==> src/rtl/pc_sequencer.sv <==
// Program-counter unit: owns the PC, the one-hot phase rotator and a circular
// return-address stack, and selects the next PC at fetch and at write-back.
module pc_sequencer #(
    parameter int PC_W      = 12,
    parameter int DATA_W    = 16,
    parameter int NPHASE    = 5,
    parameter int RAS_DEPTH = 4,
    parameter int RESET_PC  = 0
) (
    input  logic                           clk,
    input  logic                           rst_n,
    input  logic                           stall,
    input  logic [15:0]                    instr,
    input  logic [DATA_W-1:0]              result,
    input  logic                           cond,
    output logic [NPHASE-1:0]              phase,
    output logic [PC_W-1:0]                pc,
    output logic                           pc_we,
    output logic [$clog2(RAS_DEPTH+1)-1:0] ras_count,
    output logic                           ras_err,
    output logic                           halted
);
    localparam int CNT_W = $clog2(RAS_DEPTH + 1);
    localparam int PTR_W = (RAS_DEPTH > 1) ? $clog2(RAS_DEPTH) : 1;

    localparam logic [4:0] OP_JMP  = 5'b10100;
    localparam logic [4:0] OP_BC   = 5'b10101;
    localparam logic [4:0] OP_CALL = 5'b10110;
    localparam logic [4:0] OP_JR   = 5'b10111;
    localparam logic [4:0] OP_RET  = 5'b11000;
    localparam logic [4:0] OP_HLT  = 5'b11111;

    // Handshake: none; stall=1 is a level hold that freezes every state element.
    logic [PC_W-1:0]   ras_mem [RAS_DEPTH];
    logic [PTR_W-1:0]  ras_ptr, ras_ptr_d, top_idx;
    logic [NPHASE-1:0] phase_d;
    logic [PC_W-1:0]   pc_d, target;
    logic [CNT_W-1:0]  cnt_d;
    logic              we_d, err_d, halt_d, push;
    logic [4:0]        opcode;
    logic              unused_bits;

    assign opcode      = instr[15:11];
    assign target      = result[PC_W-1:0];
    assign unused_bits = ^{instr[10:0], result};

    // ras_ptr is the next push slot; when full it also points at the oldest entry.
    assign top_idx = (ras_ptr == '0) ? PTR_W'(RAS_DEPTH - 1) : ras_ptr - 1'b1;

    always_comb begin
        phase_d   = phase;
        pc_d      = pc;
        we_d      = 1'b0;
        cnt_d     = ras_count;
        ras_ptr_d = ras_ptr;
        err_d     = ras_err;
        halt_d    = halted;
        push      = 1'b0;
        if (!stall && !halted) begin
            phase_d = {phase[NPHASE-2:0], phase[NPHASE-1]};
            if (phase[0]) begin
                pc_d = pc + 1'b1;
                we_d = 1'b1;
            end else if (phase[NPHASE-1]) begin
                case (opcode)
                    OP_JMP, OP_JR: begin
                        pc_d = target;
                        we_d = 1'b1;
                    end
                    OP_BC: begin
                        if (cond) begin
                            pc_d = target;
                            we_d = 1'b1;
                        end
                    end
                    OP_CALL: begin
                        push      = 1'b1;
                        pc_d      = target;
                        we_d      = 1'b1;
                        ras_ptr_d = (ras_ptr == PTR_W'(RAS_DEPTH - 1)) ? '0 : ras_ptr + 1'b1;
                        if (ras_count == CNT_W'(RAS_DEPTH)) err_d = 1'b1;
                        else                                cnt_d = ras_count + 1'b1;
                    end
                    OP_RET: begin
                        if (ras_count != '0) begin
                            pc_d      = ras_mem[top_idx];
                            we_d      = 1'b1;
                            ras_ptr_d = top_idx;
                            cnt_d     = ras_count - 1'b1;
                        end else begin
                            err_d = 1'b1;
                        end
                    end
                    OP_HLT:  halt_d = 1'b1;
                    default: ;
                endcase
            end
        end
    end

    always_ff @(posedge clk or negedge rst_n) begin
        if (!rst_n) begin
            phase     <= NPHASE'(1);
            pc        <= PC_W'(RESET_PC);
            pc_we     <= 1'b0;
            ras_count <= '0;
            ras_ptr   <= '0;
            ras_err   <= 1'b0;
            halted    <= 1'b0;
        end else begin
            phase     <= phase_d;
            pc        <= pc_d;
            pc_we     <= we_d;
            ras_count <= cnt_d;
            ras_ptr   <= ras_ptr_d;
            ras_err   <= err_d;
            halted    <= halt_d;
        end
    end

    // Stack contents need no reset; ras_count alone says which entries are valid.
    always_ff @(posedge clk) begin
        if (push) ras_mem[ras_ptr] <= pc;
    end
endmodule

==> config.mk <==
export PLATFORM = sky130hd
export DESIGN_NAME = pc_sequencer
export DESIGN_NICKNAME = d
export VERILOG_FILES = /design/src/rtl/pc_sequencer.sv
export SDC_FILE = /design/constraint.sdc
export NUM_CORES = 1
export LEC_CHECK = 0
export BUFFER_PORTS_ARGS = -buffer_cell sky130_fd_sc_hd__buf_4
export CAP_MARGIN = 20
export CORE_MARGIN = 3
export CORE_UTILIZATION = 35
export CTS_BUF_LIST = sky130_fd_sc_hd__clkbuf_16
export CTS_CLUSTER_DIAMETER = 80
export DETAILED_ROUTE_END_ITERATION = 16
export PLACE_DENSITY_LB_ADDON = 0.08
export SLEW_MARGIN = 5
export SYNTH_ARGS = -nofsm -noshare
export SYNTH_HDL_FRONTEND = slang
export SYNTH_SLANG_ARGS = --single-unit
==> constraint.sdc <==
create_clock -name clk -period 4.29 [get_ports clk]
set_input_delay 0 -clock clk [delete_from_list [all_inputs] [get_ports clk]]
set_output_delay 0 -clock clk [all_outputs]
set_load 0.01 [all_outputs]
* After elaboration in Yosys (flattened, before gate mapping) *
Memory sizes are Yosys's and may differ from the RTL's.
Index checks and enable logic that the tools add are counted.

word-level totals
  bits in registers = 25
  memory bits (writable) = 48
  output and inout bits = 23
  word-level logic and storage cells = 69
  memories kept = 1

memories
  memory   depth  width  rd ports  clocked after Yosys merged registers in  wr ports  RTL line  text
  ras_mem  4      12     1         0                                        1         34        logic [PC_W-1:0] ras_mem [RAS_DEPTH];

cells by class
  add/subtract/negate cells = 5
  eq/ne operators = 14
  mux-type cells = 27
  bitwise logic cells = 1
  reduce and logical (&&, ||, !) cells = 14

operators by type and width
  cell                   count
  $mux 12                4
  $pmux 12 s3            1
  $eq 5x5->1 const B     6
  $mux 1                 13
  $add 12x1->12 const B  1
  $reduce_and 6->1       2
  $reduce_and 5->1       2
  $ne 2x2->1 const B     4
  $mux 2                 3
  $mux 3                 2
  $ne 3x3->1 const B     2
  $pmux 3 s2             1
  $pmux 2 s2             1
  $reduce_and 4->1       1
  $reduce_bool 2->1      2
  $reduce_bool 4->1      1
  $add 3x1->3 const B    1
  $eq 3x3->1 const B     1
  $pmux 1 s3             1
  $reduce_bool 3->1      1
  $reduce_or 3->1        1
  $sub 3x1->3 const B    1
  $add 2x1->2 const B    1
  $eq 2x2->1 const B     1
  6 further kinds        7

* Depth between registers and ports, before layout *
  depth in word-level cells = 7
  gate-level depth with buffers = 9
  depth with buffers taken out = 8

* Worst setup path after synthesis *
OpenSTA, ideal clock, no wires.

  path kind = register -> register
  start point = register ras_ptr[0]
  end point = register pc[0]
  library setup time = 0.132 ns
  data arrival time = 1.945 ns
  required time = 4.158 ns
  slack = 2.214 ns
  cell stages (with the launch flop) = 9
  buffers on the path = 1
  path through = dfrtp_1 inv_1 ha_1 nor2b_4 buf_6 mux4_2 mux2_2 nand3_1 o211ai_1

on the way
  longest elaborated chain between the ends = 7

ends and longest elaborated chain
  element                                                RTL line  text
  from (decl)                                            35        logic [PTR_W-1:0] ras_ptr, ras_ptr_d, top_idx;
  from (signal assigned)                                 115       ras_ptr <= ras_ptr_d;
  $sub 2x1->2 / $logic_not 2->1 (equally long branches)  48        assign top_idx = (ras_ptr == '0) ? PTR_W'(RAS_DEPTH - 1) : ras_ptr - 1'b1;
  $mux 2 (*)                                             48
  $mem_v2 4x12 (*)                                       --
  $mux 12 (*)                                            85        if (ras_count != '0) begin
  $pmux 12 s3 (*)                                        65        case (opcode)
  $mux 12 (*)                                            64        end else if (phase[NPHASE-1]) begin
  $mux 12 (*)                                            61        if (phase[0]) begin
  to (signal assigned)                                   104       pc <= PC_W'(RESET_PC);
  to (signal assigned)                                   112       pc <= pc_d;
  to (decl)                                              17        output logic [PC_W-1:0] pc,

Mark *: on every way between the ends. The rest lies on a longest branch, timed or not. The select of a mux whose other input is x is not followed.
A chain may end at the register's enable or synchronous reset.

* Worst setup path in the final report *
  start point = register ras_ptr[0]
  end point = register pc[10]

Same word-level chain as after synthesis.

==> reports/summary.md <==
Setup violations remaining at the end of the flow were counted as 0. The tools report the residual antenna-violating net count after detailed routing as 0. Length of the first detailed-routing pass in iterations: 4. The vertical extent of the die is 105.4 microns, and the number of I/O pins is 59. In this run, synthesis inferred 48 flip-flops with an integrated enable. The sequential fraction of the synthesis area was 0.5976; the half-perimeter wire length after placement was 4.991 mm. In this run the horizontal extent of the chip is 105.4 microns. The number of clock sinks seen by CTS is 73, and the number of standard-cell rows in the floorplan is 35.

The final weighted congestion of routability-driven global placement came out at 0.7352. The maximum vdd drop was 0.0002516 V. Using the TritonRoute via totals, the vias-per-cell ratio works out to 5.153. The highest clock frequency the design can meet was 378.8 MHz. The synthesized netlist contains 60 unique library cells. Effective utilization at floorplan: 0.3676. The quantity of hold-fixing buffers added after cts was 2; the max-capacitance violation count was 0. Relative to the synthesized area, the layout overhead comes to 21.73%. The logs give 0 for the number of antenna violations at the first check in global routing and 0 for the DRC violation count after routing.

Across all layers, the routed design uses 2,252 vias. The data required time of the critical path came out at 4.46 ns. The number of antenna diodes in the final layout is 0.

The routed length per placed instance came out at 18.10 microns. Total power divided by cell area: 374.4 nW/um^2. Summed over all cells, the static leakage comes to 1.626 nW. Ranked by total cell area, the synthesized netlist is headed by sky130_fd_sc_hd__edfxtp_1, sky130_fd_sc_hd__dfrtp_1, sky130_fd_sc_hd__mux4_2, sky130_fd_sc_hd__nand2_1, sky130_fd_sc_hd__mux2_2. The post-synthesis register bit count was 73. The slew at the pin closest to its max-slew limit is 0.7954 ns, and the share of flip-flops with an asynchronous set or reset after synthesis is 0.3425.

Setup repair after global routing left no endpoint under its margin. The pin count of the biggest net entering global routing came out at 37. The tree is rooted in a sky130_fd_sc_hd__clkbuf_16. The gate count after technology mapping is 258. Post-CTS timing repair inserted 0 buffers for setup. At the later pin of the worst-skew pair, clock insertion delay measures 0.33 ns. The proportion of layout cells with a drive suffix above 1 is 0.3019, and the biggest fanout along the worst timing path is 12.

The number of max-slew violations in the final report is 0. STA classifies the critical path startpoint as a flip-flop. By startpoint and endpoint, the worst setup path is classified as flip-flop to flip-flop. In this run, post-CTS repair resized a total of 0 instances. The total overflow left after global routing is 0.

The mean cell area of the mapped netlist is 13.41 sq um, and the clock period minus final worst setup slack is 2.640 ns. The H-tree generated during clock tree synthesis spans 3 levels. The tools report the total chip power as 1.577 mW. The most used flip-flop cell after synthesis is sky130_fd_sc_hd__edfxtp_1. For this block, the initial DRC count from the detailed router was 74. The first global-routing pass estimated 12.42 mm of wire. After routing, the total negative slack on setup checks comes to 0 ns. The synthesized design spends more area on one cell type than any other, namely sky130_fd_sc_hd__edfxtp_1. For the worst setup path, the data arrival time is 2.81 ns. The combined global-route utilization of all metal layers is 0.1473.

The total length of routed wires came out at 7.909 mm. The hold violation count in the final report is 0, and the standard cell core area is 9415 sq um. The clock edge transition at the registers on the reported setup and hold paths was 0.06 ns. The TritonCTS buffer count was 9. The maximum buffer depth of the clock tree is 2, and the synthesized net count is 300.

The share of Yosys cell area claimed by the top area cell type is 0.4165. The logs give 2,162 for the number of global-route vias before repair and 0.4698 for the worst slew slack as a fraction of its limit. The run gives 0 as the number of warning messages in the yosys log.

The port buffer count came out at 43. The worst setup path is captured at a flip-flop. After the last flow step, the layout net total stands at 345. TritonCTS built the clock tree. The run finished with clean final reports. The classification of the worst-slack hold path is input port to flip-flop. In this run the cell area of the synthesized design comes to 3461 sq um.

The die covers 11,120 sq um. For the final database, setup skew stands at 0.008661 ns. The post-route fraction of the period consumed by the critical path was 0.6154.
[critical path, cell delays in order (launching register included)]
cell,delay (ns)
sky130_fd_sc_hd__dfrtp_1,0.41
sky130_fd_sc_hd__inv_1,0.11
sky130_fd_sc_hd__ha_1,0.26
sky130_fd_sc_hd__nor2b_4,0.52
sky130_fd_sc_hd__mux4_2,0.59
sky130_fd_sc_hd__mux2_2,0.29
sky130_fd_sc_hd__a32oi_1,0.19
sky130_fd_sc_hd__o311ai_1,0.12
[worst paths after layout]
| check | from | to | slack (ns) | cells past startpoint |
|---|---|---|---|---|
| worst max-delay path | ras_ptr[0] | pc[10] | 1.65 | 7 |
| worst min-delay path | result[1] | pc[1] | 0.03 | 3 |
| worst max register to register | ras_ptr[0] | pc[10] | 1.65 | 7 |
| worst min register to register | ras_err | ras_err | 0.47 | 1 |
| max in group asynchronous | rst_n | phase[0] | 3.86 | 2 |
| min in group asynchronous | rst_n | ras_count[2] | 0.12 | 2 |
[through the flow]
| stage | util | std cells | worst slack [ns] | hold WS, ns | area [sq um] |
|---|---|---|---|---|---|
| global placement | 0.4124 | 419 | 1.682 | -0.05862 | 3882 |
| floorplan | - | 258 | 2.214 | -0.2956 | 3461 |
| detailed placement | 0.4124 | 419 | 1.655 | -0.05630 | 3882 |
| CTS | 0.4474 | 437 | 1.602 | 0.02714 | 4213 |
| global route | 0.4474 | 437 | 1.447 | 0.03127 | 4213 |
| finish | 0.4474 | 437 | 1.650 | 0.02837 | 4213 |
[final cells by class]
cell class,count,area (sq um)
clock buffers,9,225.2
multi-input cells,162,1285
well taps,129,161.4
repair buffers,45,342.8
clock inverters,7,85.08
inverters,12,45.04
flip-flops and latches,73,2068
fillers,876,5202
[synthesized netlist by cell type, types with 2 or more instances]
cell / number
sky130_fd_sc_hd__o311ai_1: 2
sky130_fd_sc_hd__o21ai_0: 5
sky130_fd_sc_hd__or3_1: 2
sky130_fd_sc_hd__nand3b_1: 2
sky130_fd_sc_hd__a31o_2: 2
sky130_fd_sc_hd__nor2_1: 12
sky130_fd_sc_hd__a32oi_1: 2
sky130_fd_sc_hd__or2_2: 2
sky130_fd_sc_hd__and3_1: 5
sky130_fd_sc_hd__o22a_1: 2
sky130_fd_sc_hd__nor3b_1: 6
sky130_fd_sc_hd__nand4_1: 4
sky130_fd_sc_hd__a211oi_1: 3
sky130_fd_sc_hd__nor3_1: 6
sky130_fd_sc_hd__nand2_1: 28
sky130_fd_sc_hd__a41oi_1: 2
sky130_fd_sc_hd__a21oi_1: 9
sky130_fd_sc_hd__buf_2: 2
sky130_fd_sc_hd__mux2i_1: 2
sky130_fd_sc_hd__o21ai_1: 4
sky130_fd_sc_hd__ha_1: 5
sky130_fd_sc_hd__o22ai_1: 4
sky130_fd_sc_hd__mux2_2: 7
sky130_fd_sc_hd__mux4_2: 12
sky130_fd_sc_hd__nor4_1: 2
sky130_fd_sc_hd__dfrtp_1: 24
sky130_fd_sc_hd__inv_1: 10
sky130_fd_sc_hd__nor2b_1: 2
sky130_fd_sc_hd__edfxtp_1: 48
sky130_fd_sc_hd__clkbuf_1: 5
sky130_fd_sc_hd__nand3_1: 6
sky130_fd_sc_hd__buf_6: 2
sky130_fd_sc_hd__inv_2: 2
[logic make-up (layout without fill, tap and decap cells)]
kind of cell,count (synthesis),count (layout),synth area share
simple gates,88,88,0.1421
flops,73,73,0.5976
compound gates,45,45,0.09364
buf+inv,23,73,0.03109
mux,21,21,0.1067
fa+ha+maj,6,6,0.02386
xor+xnor,2,2,0.005062
[per-layer routing]
metal / wire length (microns) / track usage
met5: 0 / 0
met4: 95 / 0.04592
met3: 427 / 0.03123
met2: 3618 / 0.2227
met1: 3768 / 0.2123
[sequential cells by signal (all words and copies together) (netlist names)]
name / flops
phase: 5
halted: 1
ras_ptr: 2
ras_count: 3
ras_err: 1
ras_mem: 48
pc_we: 1
pc: 12
[cells in the final DEF, fill, tap and decap left out, drive strengths merged, types with 5 or more instances in the layout]
cell type   n
nand2      29
mux2        7
ha          5
nor3        8
buf        43
o21ai      10
nor3b       6
mux4       12
inv        12
clkbuf      9
edfxtp     48
a21oi      10
dfrtp      24
nand3       6
nor2       13
and3        5
[report_power, final]
group	leakage (nW)	internal, mW	switching, mW
combinational	0.789	0.0217	0.0222
clock	0.150	0.503	0.287
sequential	0.687	0.744	0
Power figures use the tool's default switching activity.
